<file path="src/rtl/mux_stream.sv">
// Registered valid/ready N-to-1 multiplexer.
// The channel is chosen by an explicit select or by round-robin over the valid channels.
module mux_stream #(
  parameter int SIZE_CTRL = 2,
  parameter int WIRE      = 8,
  localparam int NB_IN    = 2**SIZE_CTRL,
  localparam int SIZE_IN  = NB_IN*WIRE
) (
  input  logic                 clk,
  input  logic                 reset,
  input  logic                 mode,
  input  logic [SIZE_CTRL-1:0] ctrl,
  input  logic [SIZE_IN-1:0]   in,
  input  logic [NB_IN-1:0]     in_valid,
  output logic [NB_IN-1:0]     in_ready,
  output logic [WIRE-1:0]      out,
  output logic [SIZE_CTRL-1:0] out_sel,
  output logic                 out_valid,
  input  logic                 out_ready
);

  localparam logic [SIZE_CTRL-1:0] PTR_ONE = 1;

  logic [WIRE-1:0]      out_reg;
  logic [SIZE_CTRL-1:0] out_sel_reg;
  logic                 out_valid_reg;
  logic [SIZE_CTRL-1:0] rr_ptr_reg;

  logic [WIRE-1:0]      chan [NB_IN];
  logic [SIZE_CTRL-1:0] rot_idx [NB_IN];
  logic [NB_IN-1:0]     rot_valid;

  logic                 load_ok;
  logic [SIZE_CTRL-1:0] rr_off;
  logic                 rr_found;
  logic [SIZE_CTRL-1:0] rr_grant;
  logic [SIZE_CTRL-1:0] grant;
  logic                 grant_any;
  logic                 accept;

  // rot_valid[k] is the valid of the channel k places above rr_ptr, so the search becomes a plain priority encode
  for (genvar gi = 0; gi < NB_IN; gi++) begin : g_chan
    assign chan[gi]      = in[gi*WIRE +: WIRE];
    assign rot_idx[gi]   = rr_ptr_reg + SIZE_CTRL'(gi);
    assign rot_valid[gi] = in_valid[rot_idx[gi]];
  end

  assign load_ok = !out_valid_reg | out_ready;

  always_comb begin
    rr_off   = '0;
    rr_found = 1'b0;
    for (int k = NB_IN-1; k >= 0; k--) begin
      if (rot_valid[k]) begin
        rr_off   = k[SIZE_CTRL-1:0];
        rr_found = 1'b1;
      end
    end
    rr_grant = rr_ptr_reg + rr_off;
  end

  always_comb begin
    grant     = ctrl;
    grant_any = 1'b1;
    if (mode) begin
      grant     = rr_grant;
      grant_any = rr_found;
    end
  end

  always_comb begin
    in_ready = '0;
    if (!reset && load_ok && grant_any) begin
      in_ready[grant] = 1'b1;
    end
  end

  assign accept = |(in_ready & in_valid);

  // Accept takes priority over drain so a simultaneous drain and reload leaves no bubble
  always_ff @(posedge clk) begin
    if (reset) begin
      out_reg       <= '0;
      out_sel_reg   <= '0;
      out_valid_reg <= 1'b0;
      rr_ptr_reg    <= '0;
    end else if (accept) begin
      out_reg       <= chan[grant];
      out_sel_reg   <= grant;
      out_valid_reg <= 1'b1;
      if (mode) begin
        rr_ptr_reg <= grant + PTR_ONE;
      end
    end else if (out_ready) begin
      out_valid_reg <= 1'b0;
    end
  end

  assign out       = out_reg;
  assign out_sel   = out_sel_reg;
  assign out_valid = out_valid_reg;

endmodule

</file>
<file path="config.mk">
export PLATFORM = sky130hd
export DESIGN_NAME = mux_stream
export DESIGN_NICKNAME = d
export VERILOG_FILES = /design/src/rtl/mux_stream.sv
export SDC_FILE = /design/constraint.sdc
export NUM_CORES = 1
export LEC_CHECK = 0
export CAP_MARGIN = 20
export CELL_PAD_IN_SITES_DETAIL_PLACEMENT = 0
export CELL_PAD_IN_SITES_GLOBAL_PLACEMENT = 1
export CORE_ASPECT_RATIO = 0.5
export CORE_MARGIN = 3
export CORE_UTILIZATION = 33
export CTS_CLUSTER_DIAMETER = 150
export DETAILED_ROUTE_END_ITERATION = 10
export GPL_TIMING_DRIVEN = 0
export PLACE_DENSITY = 0.84
export SETUP_SLACK_MARGIN = 0.15
export SLEW_MARGIN = 20
export SYNTH_ARGS = -nofsm -noshare
export SYNTH_HDL_FRONTEND = slang
export SYNTH_SLANG_ARGS = --single-unit
</file>
<file path="constraint.sdc">
create_clock -name clk -period 3.75 [get_ports clk]
set_input_delay 0.5625 -clock clk [delete_from_list [all_inputs] [get_ports clk]]
set_output_delay 0.5625 -clock clk [all_outputs]
set_load 0.01 [all_outputs]
</file>
==> results.sh <==
export IMPL_insertion_delay_ns=0.25
export IMPL_totalWireLength_mm=5.314
export IMPL_global_route_overflow_total=0
export IMPL_r2r_start="rr_ptr_reg[0]"
export IMPL_clock_pin_transition_on_the_worst_setup_and_hold_timing_paths_ns=0.05
export IMPL_detail_route_vias_per_cell=5.304
export IMPL_total_power_uw=957.6
export IMPL_die_area_mm2=0.006164
export IMPL_finClkSkew_ns=0.001142
export IMPL_drive_above_1_share_pct=18.68
export IMPL_clock_tree_root_cell="clkbuf_8"
export IMPL_setup_tns_ns=0
export IMPL_hp_start="out[1]"
export IMPL_run_status="complete, no violations"
export IMPL_min_period_over_period_pct=93.89
export IMPL_die_h_um=57.04
export IMPL_syn_num_nets=255
export IMPL_fp_coreArea_mm2=0.004701
export IMPL_drv_cap=0
export IMPL_worst_ep_arrival_time_ns=2.96
export IMPL_fraction_of_registers_with_async_set_reset_pct=0
export IMPL_initial_core_util_pct=36.57
export IMPL_final_instance_count_excl_fill=339
export IMPL_hp_class="reg2reg"
export IMPL_max_clock_freq_mhz=284.0
export IMPL_finalHoldViolations=0
export IMPL_grt_start_max_net_pins=11
export IMPL_wire_length_per_cell_after_detailed_routing_um=15.68
export IMPL_cts_sink_count=13
export IMPL_synth_top_cells_by_area="mux2i_1, dfxtp_1, mux2_2, nand2_1, a211o_1"
export IMPL_routed_via_count=1798
export IMPL_ff_latch_area_um2=260.3
export IMPL_hold_worst_slack_ns=0.4612
export IMPL_synthDistinctLibCells=41
export IMPL_synth_cells=212
export IMPL_design_portCount=57
export IMPL_groute_usage_overall_pct=17.02
export IMPL_critical_path_startpoint_type="primary input"
export IMPL_synth_most_common_cell="mux2i_1"
export IMPL_detail_route_first_pass_iterations=4
export IMPL_post_synth_top_area_cell="mux2i_1"
export IMPL_synth_edff_count=0
export IMPL_antenna_found_initial=0
export IMPL_clock_tree_buffer_depth=2
export IMPL_synth_top_area_share_pct=27.37
export IMPL_die_w_um=108.1
export IMPL_max_slew_worst_pin_slew_ns=0.5703
export IMPL_area_growth_pct=44.91
export IMPL_ys_top_cells_by_count="mux2i_1, nand2_1, nor2_1, dfxtp_1"
export IMPL_first_global_vias=1788
export IMPL_synthesis_area_mm2=0.001719
export IMPL_finish_utilization_pct=52.99
export IMPL_timing_critical_path_required_ns=3.19
export IMPL_numPortBuffers=52
export IMPL_setup_violations_final=0
export IMPL_drc_errors=0
export IMPL_relative_slew_slack_pct=61.98
export IMPL_std_cell_rows=17
export IMPL_critPathMaxFanout=10
export IMPL_antenna_diode_count=0
export IMPL_multi_input_area_mm2=0.001416
export IMPL_finalNetCount=317
export IMPL_pwr_density_cell_mw_per_mm2=384.4
export IMPL_irDropWorstVdd_mv=0.1616
export IMPL_dp_slack_ns=-0.9648
export IMPL_seq_area_frac_synth_pct=15.14
export IMPL_yosys_warnings=0
export IMPL_clock_tree_from_tritoncts="done"
export IMPL_dr_first_iter_drc_count=87
export IMPL_max_ffs_per_register=8
export IMPL_avgSynthCellArea_um2=8.109
export IMPL_period_minus_slack_ns=3.521
export IMPL_rsz0062_at_grt="false"
export IMPL_power_leakage_nw=1.077
export IMPL_dp_hpwl_mm=3.949
export IMPL_yosys_register_bits=13
export IMPL_synth_ff_type="dfxtp_1"
export IMPL_design_area_mm2=0.002491
export IMPL_placed_cells_incl_taps=330
export IMPL_fill_cells=465
export IMPL_number_of_cts_inserted_buffers=3
export IMPL_critical_path_endpoint_type="output port"
export IMPL_grt_first_pass_wirelength_mm=8.514
export IMPL_startpoint="in_valid[0]"
export IMPL_finalMaxSlewViolations=0
export IMPL_cts_max_level=1
export IMPL_postLayoutSetupSlackWorst_ns=0.2292
export IMPL_placed_cell_area_mm2=0.002322
export IMPL_crit_path_kind="in2out"
export IMPL_globalplace_congestion=0.8584
export IMPL_ant_nets=0
[what timing repair did]
action / 4_1_cts / 5_1_grt
pin swaps: 5 / 3
hold buffers: 0 / 0
cloned: 0 / 0
endpoints found under the setup margin: 4 / 2
gates resized for setup: 26 / 3
buffers inserted: 4 / 1
[placed cells by master, fill, tap and decap left out, drive strengths merged, types with 4 or more instances in the layout]
cell           count
inv                4
dlygate4sd2        4
mux2              14
a211o              8
nor2              17
nor3               7
clkbuf            10
a21oi             12
dfxtp             13
buf               17
clkdlybuf4s50     46
mux2i             48
nand2             35
o21ai             10
[report_power, final]
part	total [mW]	internal, mW	switching [mW]
sequential	0.183	0.166	0.0161
combinational	0.649	0.327	0.322
clock	0.126	0.0752	0.0508
[worst paths after layout]
| check | to | slack (ns) | depth (start not counted) |
|---|---|---|---|
| setup / recovery | in_ready[3] | 0.23 | 12 |
| hold / removal | out[1] | 0.46 | 2 |
| setup reg to reg | rr_ptr_reg[0] | 0.79 | 9 |
| hold reg to reg | out[1] | 0.46 | 2 |
[metal layers]
metal / vias to the layer above / wire (um) / GRT usage, %
met5: - / 0 / 0
met2: 34 / 2657 / 30.92
met4: 0 / 23 / 2.698
li1: 895 / - / -
met3: 5 / 174 / 2.373
met1: 864 / 2458 / 21.97
[critical path, cell delays in order]
cell and delay [ns]:
dlygate4sd2_1 0.26, buf_6 0.15, or4_1 0.48, o2111ai_2 0.12, ha_4 0.23, xor2_4 0.18, nor2_1 0.09, clkbuf_8 0.17
mux2_4 0.30, a31oi_4 0.21, nor2_1 0.07, clkbuf_2 0.13
[final cells by class]
cell class	instances	area share [%]
buffer	16	5.173
clock buffer	4	1.808
inverter	4	0.6027
multi-input combinational	179	56.86
sequential	13	10.45
tap	66	3.315
timing repair buffer	57	21.80
[cells by family after synthesis]
kind of cell    synth area share (%)
compound gates                 18.34
fa+ha+maj                     0.7277
mux                            37.55
xor+xnor                       1.456
simple gates                   19.22
flops                          15.14
buf+inv                        7.568
Power figures use the tool's default switching activity.
